--- config.mk ---
export PLATFORM = sky130hd
export DESIGN_NAME = wb_commit_trace_flat
export DESIGN_NICKNAME = d
export VERILOG_FILES = /design/src/rtl/wb_commit_trace_pkg.sv /design/src/rtl/wb_commit_trace_if.sv /design/src/rtl/wb_trace_fifo.sv /design/src/rtl/wb_commit_trace.sv /design/src/flat_wrapper.sv
export SDC_FILE = /design/constraint.sdc
export NUM_CORES = 1
export LEC_CHECK = 0
export BUFFER_PORTS_ARGS = -buffer_cell sky130_fd_sc_hd__clkbuf_2
export CAP_MARGIN = 20
export CORE_MARGIN = 10
export CORE_UTILIZATION = 50
export DETAILED_ROUTE_END_ITERATION = 6
export GPL_TIMING_DRIVEN = 0
export PLACE_DENSITY_LB_ADDON = 0.08
export SETUP_SLACK_MARGIN = 0.2
export SLEW_MARGIN = 30
export SYNTH_ARGS = -nofsm -noshare
export SYNTH_HDL_FRONTEND = slang
export SYNTH_SLANG_ARGS = --single-unit
export TNS_END_PERCENT = 100
--- constraint.sdc ---
create_clock -name clk -period 6.85 [get_ports clk]
set_input_delay 0.3425 -clock clk [delete_from_list [all_inputs] [get_ports clk]]
set_output_delay 0.3425 -clock clk [all_outputs]
set_load 0.05 [all_outputs]
--- src/rtl/wb_commit_trace_pkg.sv ---
// Shared definitions for the writeback commit filter and trace buffer.
// Record layout helpers used by the block and the trace consumer.
package wb_commit_trace_pkg;

  localparam int SEQ_W = 32;

  function automatic int rec_w(
    input int pc_w,
    input int be_w,
    input int ra_w,
    input int data_w
  );
    return pc_w + be_w + ra_w + data_w + SEQ_W;
  endfunction

endpackage

--- src/rtl/wb_commit_trace_if.sv ---
// Trace port bundle: show-ahead head record with valid/ready handshake.
// master drives the record, slave consumes it.
interface wb_commit_trace_if #(
  parameter int PC_W   = 32,
  parameter int DATA_W = 32,
  parameter int BE_W   = 4,
  parameter int RA_W   = 5
);
  import wb_commit_trace_pkg::*;

  logic              valid;
  logic              ready;
  logic [PC_W-1:0]   pc;
  logic [BE_W-1:0]   wen;
  logic [RA_W-1:0]   wnum;
  logic [DATA_W-1:0] wdata;
  logic [SEQ_W-1:0]  seq;

  modport master (
    output valid, pc, wen, wnum, wdata, seq,
    input  ready
  );

  modport slave (
    input  valid, pc, wen, wnum, wdata, seq,
    output ready
  );

endinterface

--- src/rtl/wb_trace_fifo.sv ---
// Synchronous FIFO with show-ahead output; DEPTH must be a power of two.
// Pointers wrap naturally through their width.
module wb_trace_fifo #(
  parameter int WIDTH = 8,
  parameter int DEPTH = 4,
  localparam int PW = $clog2(DEPTH),
  localparam int CW = $clog2(DEPTH + 1)
) (
  input  logic             clk,
  input  logic             rst_n,
  input  logic             push,
  input  logic             pop,
  input  logic [WIDTH-1:0] din,
  output logic [WIDTH-1:0] dout,
  output logic             full,
  output logic             empty,
  output logic [CW-1:0]    count
);

  logic [WIDTH-1:0] mem [DEPTH];
  logic [PW-1:0]    wptr_q, wptr_d;
  logic [PW-1:0]    rptr_q, rptr_d;
  logic [CW-1:0]    cnt_q, cnt_d;
  logic             do_push;
  logic             do_pop;

  assign full  = (cnt_q == CW'(DEPTH));
  assign empty = (cnt_q == '0);
  assign count = cnt_q;
  assign dout  = mem[rptr_q];

  always_comb begin
    do_pop  = pop & ~empty;
    do_push = push & (~full | do_pop);
    wptr_d  = wptr_q;
    rptr_d  = rptr_q;
    cnt_d   = cnt_q;
    if (do_push) wptr_d = wptr_q + PW'(1);
    if (do_pop)  rptr_d = rptr_q + PW'(1);
    unique case ({do_push, do_pop})
      2'b10:   cnt_d = cnt_q + CW'(1);
      2'b01:   cnt_d = cnt_q - CW'(1);
      default: cnt_d = cnt_q;
    endcase
  end

  always_ff @(posedge clk or negedge rst_n) begin
    if (!rst_n) begin
      wptr_q <= '0;
      rptr_q <= '0;
      cnt_q  <= '0;
    end else begin
      wptr_q <= wptr_d;
      rptr_q <= rptr_d;
      cnt_q  <= cnt_d;
    end
  end

  // Storage needs no reset: entries are only read while count is nonzero.
  always_ff @(posedge clk) begin
    if (do_push) mem[wptr_q] <= din;
  end

endmodule

--- src/rtl/wb_commit_trace.sv ---
// Writeback commit filter: gates regfile enables and queues trace records.
// Define WB_SEQTAG_EN to detect new instructions by wb_tag instead of PC.
module wb_commit_trace
  import wb_commit_trace_pkg::*;
#(
  parameter int PC_W   = 32,
  parameter int DATA_W = 32,
  parameter int BE_W   = 4,
  parameter int RA_W   = 5,
  parameter int DEPTH  = 4
) (
  input  logic              clk,
  input  logic              reset,
  input  logic              wb_valid,
  input  logic [PC_W-1:0]   wb_pc,
  input  logic              wb_regwrite,
  input  logic [RA_W-1:0]   wb_wnum,
  input  logic [DATA_W-1:0] wb_wdata,
`ifdef WB_SEQTAG_EN
  input  logic              wb_tag,
`endif
  output logic [BE_W-1:0]   real_regwrite,
  output logic              stall_req,
  wb_commit_trace_if.master trace
);

  localparam int REC_W = rec_w(PC_W, BE_W, RA_W, DATA_W);
  localparam int CW    = $clog2(DEPTH + 1);

  logic [PC_W-1:0]  last_pc_q, last_pc_d;
  logic             first_q, first_d;
  logic [SEQ_W-1:0] seq_q, seq_d;
  logic             is_new;
  logic             push_ok;
  logic             commit;
  logic             pop;
  logic             fifo_full;
  logic             fifo_empty;
  logic [CW-1:0]    fifo_cnt;
  logic [REC_W-1:0] rec_in;
  logic [REC_W-1:0] rec_out;

`ifdef WB_SEQTAG_EN
  logic last_tag_q, last_tag_d;
  logic differs;
  assign differs = (wb_tag != last_tag_q);
`else
  logic differs;
  assign differs = (wb_pc != last_pc_q);
`endif

  assign trace.valid = (fifo_cnt != '0);
  assign pop         = trace.ready & ~fifo_empty;

  always_comb begin
    is_new        = wb_valid & (first_q | differs);
    push_ok       = ~fifo_full | pop;
    commit        = is_new & push_ok;
    stall_req     = is_new & ~push_ok;
    real_regwrite = commit ? {BE_W{wb_regwrite}} : '0;
    last_pc_d     = last_pc_q;
    first_d       = first_q;
    seq_d         = seq_q;
    if (commit) begin
      last_pc_d = wb_pc;
      first_d   = 1'b0;
      seq_d     = seq_q + SEQ_W'(1);
    end
  end

  always_ff @(posedge clk or negedge reset) begin
    if (!reset) begin
      last_pc_q <= '0;
      first_q   <= 1'b1;
      seq_q     <= '0;
    end else begin
      last_pc_q <= last_pc_d;
      first_q   <= first_d;
      seq_q     <= seq_d;
    end
  end

`ifdef WB_SEQTAG_EN
  always_comb begin
    last_tag_d = last_tag_q;
    if (commit) last_tag_d = wb_tag;
  end

  always_ff @(posedge clk or negedge reset) begin
    if (!reset) last_tag_q <= 1'b0;
    else        last_tag_q <= last_tag_d;
  end
`endif

  assign rec_in = {wb_pc, real_regwrite, wb_wnum, wb_wdata, seq_q};

  wb_trace_fifo #(
    .WIDTH (REC_W),
    .DEPTH (DEPTH)
  ) u_fifo (
    .clk   (clk),
    .rst_n (reset),
    .push  (commit),
    .pop   (pop),
    .din   (rec_in),
    .dout  (rec_out),
    .full  (fifo_full),
    .empty (fifo_empty),
    .count (fifo_cnt)
  );

  assign {trace.pc, trace.wen, trace.wnum, trace.wdata, trace.seq} = rec_out;

endmodule
--- src/flat_wrapper.sv ---
// flat-port wrapper written by rule: the top's interface ports become plain ports
module wb_commit_trace_flat import wb_commit_trace_pkg::*;
#(
  parameter int PC_W   = 32,
  parameter int DATA_W = 32,
  parameter int BE_W   = 4,
  parameter int RA_W   = 5,
  parameter int DEPTH  = 4
)
  (clk, reset, wb_valid, wb_pc, wb_regwrite, wb_wnum, wb_wdata, real_regwrite, stall_req, trace_valid, trace_pc, trace_wen, trace_wnum, trace_wdata, trace_seq, trace_ready);
  wb_commit_trace_if #(.PC_W(PC_W), .DATA_W(DATA_W), .BE_W(BE_W), .RA_W(RA_W)) trace_i ();
  input  logic clk;
  input  logic reset;
  input  logic wb_valid;
  input  logic [PC_W-1:0] wb_pc;
  input  logic wb_regwrite;
  input  logic [RA_W-1:0] wb_wnum;
  input  logic [DATA_W-1:0] wb_wdata;
  output logic [BE_W-1:0] real_regwrite;
  output logic stall_req;
  output wire logic [$bits(trace_i.valid)-1:0] trace_valid;
  output wire logic [$bits(trace_i.pc)-1:0] trace_pc;
  output wire logic [$bits(trace_i.wen)-1:0] trace_wen;
  output wire logic [$bits(trace_i.wnum)-1:0] trace_wnum;
  output wire logic [$bits(trace_i.wdata)-1:0] trace_wdata;
  output wire logic [$bits(trace_i.seq)-1:0] trace_seq;
  input wire logic [$bits(trace_i.ready)-1:0] trace_ready;
  assign trace_valid = trace_i.valid;
  assign trace_pc = trace_i.pc;
  assign trace_wen = trace_i.wen;
  assign trace_wnum = trace_i.wnum;
  assign trace_wdata = trace_i.wdata;
  assign trace_seq = trace_i.seq;
  assign trace_i.ready = trace_ready;
  wb_commit_trace #(.PC_W(PC_W), .DATA_W(DATA_W), .BE_W(BE_W), .RA_W(RA_W), .DEPTH(DEPTH)) u_core (.clk(clk), .reset(reset), .wb_valid(wb_valid), .wb_pc(wb_pc), .wb_regwrite(wb_regwrite), .wb_wnum(wb_wnum), .wb_wdata(wb_wdata), .real_regwrite(real_regwrite), .stall_req(stall_req), .trace(trace_i));
endmodule
==> results by group, run 1 <==
Final layout
  • Most common cell after layout, fill and taps aside: sky130_fd_sc_hd__edfxtp_1
  • # nets final: 1207
  • Leading cell types in the layout, fill and taps excluded: sky130_fd_sc_hd__edfxtp_1, sky130_fd_sc_hd__clkbuf_2, sky130_fd_sc_hd__mux4_2, sky130_fd_sc_hd__dfrtp_1, sky130_fd_sc_hd__clkbuf_16
  • Proportion of layout cells with a drive suffix above 1: 0.3574
  • Synthesis-to-finish area growth: 19.76%
  • Final non-filler cell total: 1625
  • Antenna fix cells: 0

Worst setup path
  • Terminus of the critical flop-to-flop path: u_core.u_fifo.mem[1][37]$_DFFE_PP_
  • Required time at the worst-slack endpoint: 6.51 ns
  • Critical path data arrival time: 3.88 ns
  • Setup slack, reg-to-reg: 3.19 ns
  • Cell breakdown of the critical path: dlygate4sd3_1 -> clkbuf_2 -> xor2_1 -> nor4_1 -> nand4_1 -> or3_1 -> clkbuf_1 -> clkbuf_1 -> and3_1 -> buf_4 -> clkbuf_2
  • Startpoint class of the critical path: input port
  • Critical Path Slowest Stage Cell: sky130_fd_sc_hd__dlygate4sd3_1
  • Critical Setup Path Class: in -> out
  • Worst setup path startpoint: wb_pc[5]
  • Worst Setup End Kind: primary output
  • Worst Path Max Fanout: 10
  • Critical path's largest stage delay: 0.54 ns
  • Number of cells on the worst reg-to-reg path: 9
  • Reg2reg start: u_core.last_pc_q[5]$_DFFE_PN0P_
  • Critical path capture point: real_regwrite[2]

Route
  • Detailed Route WL: 37280 um
  • First-pass detailed-route iteration total: 5
  • Via count normalized by instance count: 5.465
  • Via count: 8880
  • Antenna Nets Post-Route: 0
  • Number of DRC markers in iteration 0: 544
  • Number of remaining DRC errors: 0
  • Routed wire per std cell: 22.94 um

Synth
  • Synth Area in Compound Gates: 0.0002738
  • Post-synth EDFFs: 408
  • Synthesis warning total: 0
  • Dominant combinational cell family by area after synthesis: multiplexers
  • Most common flop cell mapped by yosys: sky130_fd_sc_hd__edfxtp_1
  • Flop and latch count out of synthesis: 480
  • Mean instance size in the synthesized netlist: 21.76 um2
  • Post-synthesis net count: 921
  • Adder-cell area share of the yosys netlist: 0.005202
  • Fraction of synthesized area in multiplexers: 0.1496
  • Ys async rst share: 0.1500
  • Post-synthesis sequential area ratio: 0.7689
  • Xor/xnor share of the synthesized area: 0.03306
  • Simple-gate area share of the yosys netlist: 0.02984
  • Synthesized cell area: 18280 um2
  • Netlist cell types: 34
  • Count of mapped cells out of synthesis: 840

Timing
  • Setup repair after global routing missed its margin: no
  • Setup TNS Final: 0 ns
  • Transition time of the tightest slew-check pin: 0.9058 ns
  • Final Cycle Share: 0.6162
  • Achievable frequency: 0.2369 GHz
  • Worst-case clock skew: 0.009905 ns
  • Worst-case headroom to the max-slew limit: 0.3961
  • Min Clock Period, post-route: 4.221 ns
  • Worst-case setup margin in the final layout: 2.629 ns
  • Max-slew violation count: 0
  • Final count of hold timing violations: 0
  • Finish-stage setup viols: 0

Die
  • Number of ports placed on the die boundary: 185
  • Die Wd: 211.2 um
  • Height of the chip: 211.2 um
  • Total Die Area: 44610 um2
  • Core outline area: 35830 um2
  • Number of placement rows: 69
  • Effective utilization at floorplan: 0.5102

Global route
  • Vias in the first global route: 9631
  • Antenna violations before repair: 0
  • Pin count of the biggest net entering global routing: 73
  • First-pass GRT wire length: 57960 um
  • Overall fraction of global-route tracks in use: 0.1703
  • Grt ovf: 0

Power and ir drop
  • Proportion of total power due to net switching: 0.3816
  • Power spent charging and discharging nets: 3.934 mW
  • Worst IR drop on VDD: 341.4 uV
  • Areal power density over the cells: 471.0 nW/um2
  • Internal: 6.376 mW
  • Leakage Power: 7.712 nW
  • Portion of total power attributed to combinational logic: 0.380
  • Part of the total power dissipated in the clock network: 0.231
  • Sequential cell fraction of total power: 0.389

Outcome
  • Outcome: finished, final reports clean

Clock tree
  • CTS tree: built
  • Total of hold buffers inserted after clock tree synthesis: 39
  • Resized cells post-CTS: 0
  • CTS Root Cell: sky130_fd_sc_hd__clkbuf_16
  • CTS H-Tree Depth: 2
  • Number of buffers created by CTS: 49
  • Clock slew seen by the registers of the worst setup and hold paths: 0.06 ns
  • Deepest clock path buffer count: 3
  • Worst skew pair latency: 0.57 ns
  • Sink Count: 480
  • Post-CTS setup buffer count: 0

Placed design
  • Number of buffers added on ports: 184
  • Post-Place Worst Slack: 3.037 ns
  • Cells after DPL: 1497
  • Half-perimeter wire length of the detailed placement result: 23970 um
  • Final Wtd Congestion: 0.7443

Min path
  • Worst Hold Class: in -> reg
  • Hold Crit Depth: 1

Job
  • Max-cap violations: 0
## stage by stage
stage	area [um2]	hold slack, ns	utilization	total power, mW
finish	21890	0.04268	0.6110	10.31
global route	21890	0.03174	0.6110	10.78
CTS	21890	0.01121	0.6109	10.48
detailed placement	20080	0.4010	0.5603	8.056
global placement	19780	0.4620	0.5520	8.026
floorplan	18280	0.04691	-	6.994
## how the worst min path moves through the flow
stage	start	end	slack (ns)
5_1_grt	wb_pc[19]	u_core.u_fifo.mem[0][92]$_DFFE_PP_	0.03
2_1_floorplan	reset	u_core.last_pc_q[0]$_DFFE_PN0P_	0.05
3_3_place_gp	u_core.u_fifo.count[2]$_DFFE_PN0P_	u_core.u_fifo.count[2]$_DFFE_PN0P_	0.46
4_1_cts	wb_pc[8]	u_core.u_fifo.mem[0][81]$_DFFE_PP_	0.01
3_5_place_dp	reset	u_core.seq_q[22]$_DFFE_PN0P_	0.40
6_report	wb_pc[8]	u_core.u_fifo.mem[2][81]$_DFFE_PP_	0.04
## worst max-delay path: cells and delay by family
family	cells	cell delay, ns
xor gates and xnor gates	1	0.18
buffers and inverters	6	1.76
and+or+nand+nor	4	1.58
## synthesized netlist by cell type, types with 2 or more instances
cell,count,area [um2]
sky130_fd_sc_hd__nor2_1,10,37.54
sky130_fd_sc_hd__dfrtp_1,71,1777
sky130_fd_sc_hd__buf_4,6,45.04
sky130_fd_sc_hd__mux2_2,18,202.7
sky130_fd_sc_hd__nor3_1,4,20.02
sky130_fd_sc_hd__mux2_4,15,225.2
sky130_fd_sc_hd__buf_6,3,33.78
sky130_fd_sc_hd__clkbuf_1,20,75.07
sky130_fd_sc_hd__xnor2_1,35,306.5
sky130_fd_sc_hd__nand3_1,18,90.09
sky130_fd_sc_hd__nand4_1,19,118.9
sky130_fd_sc_hd__edfxtp_1,408,12250
sky130_fd_sc_hd__and2_1,3,18.77
sky130_fd_sc_hd__buf_1,4,15.01
sky130_fd_sc_hd__inv_1,8,30.03
sky130_fd_sc_hd__nor4_1,7,43.79
sky130_fd_sc_hd__or3_1,2,12.51
sky130_fd_sc_hd__ha_1,6,75.07
sky130_fd_sc_hd__mux4_2,102,2297
sky130_fd_sc_hd__and3_1,16,100.1
sky130_fd_sc_hd__nand2_1,12,45.04
sky130_fd_sc_hd__buf_2,8,40.04
sky130_fd_sc_hd__xor2_1,34,297.8
## final cells by class
class / count / area, um2
fillers: 2586 / 13940
clock buffers: 65 / 1286
plain buffers: 41 / 211.5
multi-input cells: 311 / 4005
flip-flops and latches: 480 / 14050
well taps: 461 / 576.8
clock inverters: 24 / 136.4
inverters: 8 / 30.03
repair buffers: 235 / 1590
## state kept, by name (all words and copies together), names as in the netlist
| name | count |
|---|---|
| u_core.first_q | 1 |
| u_core.u_fifo.rptr_q | 2 |
| u_core.seq_q | 32 |
| u_core.u_fifo.mem | 408 |
| u_core.u_fifo.count | 3 |
| u_core.u_fifo.wptr_q | 2 |
| u_core.last_pc_q | 32 |
## cell families after synthesis
kind of cell	Yosys count
flops	480
mux	136
simple gates	98
xor+xnor	69
buf+inv	49
fa+ha+maj	7
compound gates	1
## power by group through the flow
stage | Sequential [mW] | Clock [mW] | Combinational [mW]
floorplan | 4.06 | 0 | 2.93
global placement | 4.15 | 0 | 3.87
detailed placement | 4.07 | 0 | 3.99
CTS | 4.01 | 2.45 | 4.01
global route | 4.06 | 2.58 | 4.15
finish | 4.01 | 2.38 | 3.92
## per-layer routing
metal,global-route usage,part of all wire,vias to the layer above
met5,0,0,-
met4,0.05370,0.019,0
met3,0.03472,0.056,53
met2,0.2679,0.48,237
met1,0.2356,0.44,4610
li1,-,-,3980
Power figures use the tool's default switching activity.
==> run 2, diff against run 1 <==
==> constraint.sdc (replaced) <==
create_clock -name clk -period 4.11 [get_ports clk]
set_input_delay 0.2055 -clock clk [delete_from_list [all_inputs] [get_ports clk]]
set_output_delay 0.2055 -clock clk [all_outputs]
set_load 0.05 [all_outputs]
==> run 2 against run 1 <==
  * Final area rose by 2.9%
  * Clock-buffer cell count rose by 2
  * Cell count rose by 2.1%
  * Sequential cell count did not move
  * Critical path depth fell by 2
  * Critical endpoint unchanged
  * Non-clock buffer count rose by 34
  * Largest cell class unchanged
  * First-iteration DRC count rose by 11%
  * Worst setup slack got worse by 2.3 ns
  * Combinational power rose by 68%
  * Global-route usage rose by 0.21 points
  * Sequential share of layout area fell by 1.8 points
  * Sequential power rose by 67%
==> results by group, run 2 (synthesis gave the netlist of run 1 again) <==
Clock tree
  • Clock slew seen by the registers of the worst setup and hold paths: 0.06 ns (about the same)
  • Post-CTS setup buffer count: 0 (unchanged)
  • Number of buffers created by CTS: 49 (unchanged)
  • Sink Count: 480 (unchanged)
  • CTS Root Cell: sky130_fd_sc_hd__clkbuf_16
  • Worst skew pair latency: 0.58 ns (about the same)
  • CTS H-Tree Depth: 2 (unchanged)
  • Deepest clock path buffer count: 3 (unchanged)
  • CTS tree: built

Route
  • Routed wire per std cell: 22.65 um (-1.3%)
  • Via count: 9006 (+1.4%)
  • Number of remaining DRC errors: 0 (unchanged)
  • Antenna Nets Post-Route: 0 (unchanged)
  • First-pass detailed-route iteration total: 5 (unchanged)
  • Via count normalized by instance count: 5.429 (-0.66%)
  • Detailed Route WL: 37570 um (+0.77%)
  • Number of DRC markers in iteration 0: 602 (+11%)

Worst setup path
  • Worst Setup End Kind: primary output
  • Critical Setup Path Class: reg -> out
  • Critical path data arrival time: 3.59 ns (-0.29 ns)
  • Family with the most delay on the worst path: simple AND/OR/NAND/NOR gates
  • Crit path buf inv count: 4 (-2)
  • Cell breakdown of the critical path: xor2_1 -> nor4_1 -> nand4_1 -> or3_1 -> clkbuf_1 -> clkbuf_2 -> and3_2 -> buf_4 -> clkbuf_2
  • Worst Path Max Fanout: 10 (unchanged)
  • Cell repeated most along the worst path: sky130_fd_sc_hd__clkbuf_2
  • Required time at the worst-slack endpoint: 3.90 ns (-2.61 ns)
  • Startpoint class of the critical path: flip-flop
  • Critical Path Slowest Stage Cell: sky130_fd_sc_hd__or3_1
  • Critical path's largest stage delay: 0.44 ns (-0.10 ns)

Timing
  • Setup TNS Final: 0 ns (unchanged)
  • Finish-stage setup viols: 0 (unchanged)
  • Final count of hold timing violations: 0 (unchanged)
  • Achievable frequency: 0.2637 GHz
  • Worst-case clock skew: 0.02162 ns (+0.01172 ns)
  • Worst-case hold slack: 0.2120 ns (+0.1693 ns)
  • Worst-case headroom to the max-slew limit: 0.4076 (+0.01149)
  • Min Clock Period, post-route: 3.792 ns
  • Final Cycle Share: 0.9227
  • Max-slew violation count: 0 (unchanged)
  • Transition time of the tightest slew-check pin: 0.8886 ns (-0.01724 ns)
  • Setup repair after global routing missed its margin: no

Final layout
  • # nets final: 1241 (+2.8%)
  • Most common cell after layout, fill and taps aside: sky130_fd_sc_hd__edfxtp_1
  • Leading cell types in the layout, fill and taps excluded: sky130_fd_sc_hd__edfxtp_1, sky130_fd_sc_hd__clkbuf_2, sky130_fd_sc_hd__mux4_2, sky130_fd_sc_hd__dlygate4sd3_1, sky130_fd_sc_hd__dfrtp_1
  • Max reg flops: 408 (unchanged)
  • Register name with the most flops: u_core.u_fifo.mem
  • Proportion of layout cells with a drive suffix above 1: 0.3648 (+0.007386)
  • Synthesis-to-finish area growth: 23.25%
  • Post-layout utilization of the core: 0.6288 (+0.01781)
  • Antenna fix cells: 0 (unchanged)
  • Registers with the highest flip-flop counts: u_core.u_fifo.mem (408), u_core.last_pc_q (32), u_core.seq_q (32)
  • Final design area excluding fillers: 22530 um2 (+2.9%)
  • Final non-filler cell total: 1659 (+2.1%)

Global route
  • Overall fraction of global-route tracks in use: 0.1724 (+0.002099)
  • Pin count of the biggest net entering global routing: 73 (unchanged)
  • Vias in the first global route: 9723 (+0.96%)
  • Antenna violations before repair: 0 (unchanged)
  • Grt ovf: 0 (unchanged)
  • First-pass GRT wire length: 58490 um (+0.92%)

Power and ir drop
  • Leakage Power: 8.011 nW (+3.9%)
  • Areal power density over the cells: 794.6 nW/um2 (+69%)
  • Worst IR drop on VDD: 472.6 uV (+38%)

Placed design
  • Placed inst area: 20090 um2 (about the same)
  • Number of buffers added on ports: 184 (unchanged)
  • Final Wtd Congestion: 0.7096 (-4.7%)
  • Half-perimeter wire length of the detailed placement result: 23850 um (-0.50%)
  • Cells after DPL: 1498 (+0.067%)

Die
  • Height of the chip: 211.2 um (unchanged)
  • Die Wd: 211.2 um (unchanged)
  • Number of placement rows: 69 (unchanged)
  • Total Die Area: 44610 um2 (unchanged)
  • Core outline area: 35830 um2 (unchanged)
  • Effective utilization at floorplan: 0.5102 (unchanged)
  • Number of ports placed on the die boundary: 185 (unchanged)

Min path
  • Worst Hold Class: in -> async

Outcome
  • Outcome: finished, final reports clean

Job
  • Max-cap violations: 0 (unchanged)
[run 2: cell types whose count changed in the layout (fill, tap and decap cells not counted), sizes merged]
cell         change
inv              +1
clkinvlp         -2
dlygate4sd3     +33
buf              +1
bufinv           +8
clkinv           -9
clkbuf           +2
[run 2: repair_timing]
action,4_1_cts,5_1_grt
resized for setup,2,3
gates cloned,0,0
endpoints found under the setup margin,3,4
hold buffers,72,0
hold endpoints to repair,382,0
[run 2: stage by stage]
step                power, mW  worst slack (ns)
floorplan               11.61             1.064
global placement        13.30           -0.7595
detailed placement      13.45            0.6155
CTS                     18.18            0.2055
global route            18.68            0.2369
finish                  17.90            0.3177
[run 2: worst paths after layout]
kind / startpoint / end / slack (ns) / cells after the start
worst max-delay path: u_core.last_pc_q[28]$_DFFE_PN0P_ / real_regwrite[2] / 0.32 / 9
worst min-delay path: reset / u_core.seq_q[17]$_DFFE_PN0P_ / 0.21 / 3
worst max register to register: u_core.last_pc_q[28]$_DFFE_PN0P_ / u_core.u_fifo.mem[3][33]$_DFFE_PP_ / 0.78 / 9
worst min register to register: u_core.first_q$_DFFE_PN1P_ / u_core.first_q$_DFFE_PN1P_ / 0.48 / 1
max in group asynchronous: reset / u_core.first_q$_DFFE_PN1P_ / 3.51 / 3
min in group clk: wb_regwrite / u_core.u_fifo.mem[2][72]$_DFFE_PP_ / 0.22 / 2
[run 2: area by class of cell]
cell class,instances,area (um2)
plain buffers,41,214.0
flip-flops and latches,480,14050
fillers,2522,13300
multi-input cells,311,4019
clock inverters,22,337.8
well taps,461,576.8
inverters,8,30.03
repair buffers,269,1933
clock buffers,67,1364
[run 2: worst min-delay path, cell delays in order]
cell and delay (ns):
sky130_fd_sc_hd__dlygate4sd3_1 0.55, sky130_fd_sc_hd__clkbuf_8 0.14, sky130_fd_sc_hd__buf_16 0.29
[run 2: power breakdown]
group / internal [mW] / leakage [nW] / total [mW] / switching, mW
Clock: 2.88 / 0.835 / 4.64 / 1.76
Combinational: 2.01 / 2.61 / 6.58 / 4.56
Sequential: 6.39 / 4.57 / 6.68 / 0.293
Total: 11.3 / 8.01 / 17.9 / 6.62
[run 2: routing by layer]
metal	wire length, um	global-route usage	up-vias
li1	-	-	4052
met1	17040	0.2406	4705
met2	17790	0.2695	199
met3	2052	0.03546	50
met4	691	0.05245	0
met5	0	0	-
==> run 3, diff against run 2 <==
--- a/config.mk
+++ b/config.mk
@@ -11,7 +11,7 @@
 export CORE_UTILIZATION = 50
 export DETAILED_ROUTE_END_ITERATION = 6
 export GPL_TIMING_DRIVEN = 0
-export PLACE_DENSITY_LB_ADDON = 0.08
+export PLACE_DENSITY = 0.69
 export SETUP_SLACK_MARGIN = 0.2
 export SLEW_MARGIN = 30
 export SYNTH_ARGS = -nofsm -noshare
==> run 3 against run 2 <==
  * Clock-buffer cell count rose by 6
  * Largest cell class unchanged
  * Cell count fell by 0.18%
  * Highest routed layer unchanged
  * Largest power group unchanged
  * Register-to-register slack got worse by 0.05 ns
  * Critical endpoint unchanged
  * Critical path type unchanged
==> results by group, run 3 (synthesis gave the netlist of run 1 again) <==
Final layout
  • Most common cell after layout, fill and taps aside: sky130_fd_sc_hd__edfxtp_1
  • Max reg flops: 408 (unchanged)
  • Total area of multi-input combinational cells: 4025 um2 (+0.16%)
  • Proportion of layout cells with a drive suffix above 1: 0.3568 (-0.007991)
  • FF/Latch Area: 14050 um2 (unchanged)
  • # nets final: 1238 (-0.24%)
  • Leading cell types in the layout, fill and taps excluded: sky130_fd_sc_hd__edfxtp_1, sky130_fd_sc_hd__clkbuf_2, sky130_fd_sc_hd__mux4_2, sky130_fd_sc_hd__dlygate4sd3_1, sky130_fd_sc_hd__dfrtp_1
  • Registers with the highest flip-flop counts: u_core.u_fifo.mem (408), u_core.last_pc_q (32), u_core.seq_q (32)
  • Register name with the most flops: u_core.u_fifo.mem
  • Synthesis-to-finish area growth: 21.86%
  • Number of fillers in the final layout: 2513 (-0.36%)

Timing
  • Worst-case clock skew: 0.02034 ns (-0.001285 ns)
  • Transition time of the tightest slew-check pin: 0.9373 ns (+0.04869 ns)
  • Achievable frequency: 0.2728 GHz (+3.5%)
  • Setup TNS Final: 0 ns (unchanged)
  • Min Clock Period, post-route: 3.665 ns (-0.1272 ns)
  • Worst-case headroom to the max-slew limit: 0.3752 (-0.03246)
  • Setup repair after global routing missed its margin: no
  • Finish-stage setup viols: 0 (unchanged)
  • Final count of hold timing violations: 0 (unchanged)
  • Final Cycle Share: 0.8918 (-0.03094)
  • Max-slew violation count: 0 (unchanged)

Route
  • Detailed Route WL: 38090 um (+1.4%)
  • Antenna Nets Post-Route: 0 (unchanged)
  • Via count: 9113 (+1.2%)
  • First-pass detailed-route iteration total: 4 (-1)
  • Routed wire per std cell: 23.00 um (+1.6%)
  • Number of remaining DRC errors: 0 (unchanged)
  • Via count normalized by instance count: 5.503 (+1.4%)
  • Number of DRC markers in iteration 0: 549 (-8.8%)

Power and ir drop
  • Overall Power: 17.32 mW (-3.3%)
  • Worst IR drop on VDD: 521.5 uV (+10%)
  • Leakage Power: 7.885 nW (-1.6%)
  • Areal power density over the cells: 777.5 nW/um2 (-2.1%)

Die
  • Number of ports placed on the die boundary: 185 (unchanged)
  • Total Die Area: 44610 um2 (unchanged)
  • Core outline area: 35830 um2 (unchanged)
  • Die Wd: 211.2 um (unchanged)
  • Height of the chip: 211.2 um (unchanged)
  • Number of placement rows: 69 (unchanged)
  • Effective utilization at floorplan: 0.5102 (unchanged)

Placed design
  • Final Wtd Congestion: 0.7338 (+3.4%)
  • Number of buffers added on ports: 184 (unchanged)
  • Half-perimeter wire length of the detailed placement result: 23770 um (-0.36%)

Worst setup path
  • Required time at the worst-slack endpoint: 3.90 ns (about the same)
  • Startpoint class of the critical path: flip-flop
  • Worst Setup End Kind: primary output
  • Critical path data arrival time: 3.46 ns (-0.13 ns)
  • Worst Path Max Fanout: 10 (unchanged)
  • Critical Setup Path Class: reg -> out

Clock tree
  • Number of buffers created by CTS: 48 (-2.0%)
  • Sink Count: 480 (unchanged)
  • Clock slew seen by the registers of the worst setup and hold paths: 0.06 ns (about the same)
  • CTS H-Tree Depth: 2 (unchanged)
  • CTS Root Cell: sky130_fd_sc_hd__clkbuf_16
  • Deepest clock path buffer count: 3 (unchanged)
  • Worst skew pair latency: 0.57 ns (about the same)
  • CTS tree: built

Global route
  • Vias in the first global route: 9771 (+0.49%)
  • Pin count of the biggest net entering global routing: 73 (unchanged)
  • Grt ovf: 0 (unchanged)
  • Antenna violations before repair: 1 (+1)
  • Overall fraction of global-route tracks in use: 0.1732 (+0.0008362)
  • First-pass GRT wire length: 58790 um (+0.51%)

Outcome
  • Outcome: finished, final reports clean

Min path
  • Worst Hold Class: in -> async

Job
  • Max-cap violations: 0 (unchanged)
## run 3: cell count changes in the layout (fill, tap and decap cells not counted)
cell,change
sky130_fd_sc_hd__clkbuf_1,+5
sky130_fd_sc_hd__buf_12,-4
sky130_fd_sc_hd__clkinv_2,-1
sky130_fd_sc_hd__clkinv_1,+3
sky130_fd_sc_hd__nor4_1,-1
sky130_fd_sc_hd__inv_6,-1
sky130_fd_sc_hd__clkbuf_8,-1
sky130_fd_sc_hd__nor4_2,+1
sky130_fd_sc_hd__clkbuf_2,+1
sky130_fd_sc_hd__buf_16,+2
sky130_fd_sc_hd__clkbuf_16,+1
sky130_fd_sc_hd__bufinv_16,-9
sky130_fd_sc_hd__diode_2,+1
## run 3: metal layers
metal / vias up / track usage / wire (um)
met3: 57 / 0.03398 / 1931
met1: 4779 / 0.2289 / 16340
met2: 235 / 0.2855 / 19020
met5: - / 0 / 0
li1: 4042 / - / -
met4: 0 / 0.05495 / 795
## run 3: per-stage QoR
| step | cell area (um2) | worst slack (ns) | hold WS (ns) | instances | utilization |
|---|---|---|---|---|---|
| 2_1_floorplan | 18280 | 1.064 | -0.09009 | 840 | - |
| 3_3_place_gp | 19780 | -0.6771 | 0.4228 | 1485 | 0.5521 |
| 3_5_place_dp | 20060 | 0.5367 | 0.2677 | 1496 | 0.5600 |
| 4_1_cts | 22250 | 0.2270 | 0.1931 | 1655 | 0.6211 |
| 5_1_grt | 22280 | 0.2597 | 0.2179 | 1656 | 0.6217 |
| 6_report | 22280 | 0.4448 | 0.2101 | 1656 | 0.6217 |
## run 3: where the power goes
group	internal (mW)	switching [mW]
registers	6.39	0.308
clock network	2.33	1.71
logic	2.02	4.56
total	10.7	6.57
## run 3: final timing paths
check	slack, ns	depth (start not counted)	endpoint	start
worst max-delay path	0.44	9	real_regwrite[2]	u_core.last_pc_q[28]$_DFFE_PN0P_
worst min-delay path	0.21	2	u_core.seq_q[20]$_DFFE_PN0P_	reset
worst max register to register	0.73	9	u_core.u_fifo.mem[3][55]$_DFFE_PP_	u_core.last_pc_q[2]$_DFFE_PN0P_
worst min register to register	0.49	1	u_core.first_q$_DFFE_PN1P_	u_core.first_q$_DFFE_PN1P_
max in group asynchronous	3.45	2	u_core.last_pc_q[9]$_DFFE_PN0P_	reset
min in group clk	0.24	2	u_core.u_fifo.mem[3][72]$_DFFE_PP_	wb_regwrite
## run 3: critical path, cell delays in order (launching register included)
cell                       delay, ns
sky130_fd_sc_hd__dfrtp_1        0.40
sky130_fd_sc_hd__xor2_1         0.19
sky130_fd_sc_hd__nor4_2         0.37
sky130_fd_sc_hd__nand4_1        0.17
sky130_fd_sc_hd__or3_1          0.45
sky130_fd_sc_hd__clkbuf_1       0.28
sky130_fd_sc_hd__clkbuf_2       0.29
sky130_fd_sc_hd__and3_2         0.34
sky130_fd_sc_hd__buf_4          0.16
sky130_fd_sc_hd__clkbuf_2       0.23
## run 3: final cells by class
| cell class | count | area share |
|---|---|---|
| clock inverters | 14 | 0.002921 |
| clock buffers | 73 | 0.06274 |
| well taps | 461 | 0.02589 |
| plain buffers | 41 | 0.009661 |
| flip-flops and latches | 480 | 0.6310 |
| repair buffers | 267 | 0.08566 |
| diodes | 1 | 0.0001123 |
| inverters | 8 | 0.001348 |
| multi-input cells | 311 | 0.1807 |
## run 3: what timing repair did
| action | 4_1_cts | 5_1_grt |
|---|---|---|
| resized for setup | 2 | 4 |
| hold buffers | 72 | 0 |
| pin swaps | 0 | 0 |
| setup buffers | 0 | 0 |
| hold endpoints to repair | 381 | 0 |
| setup endpoints to repair | 3 | 4 |
| gates cloned | 0 | 0 |
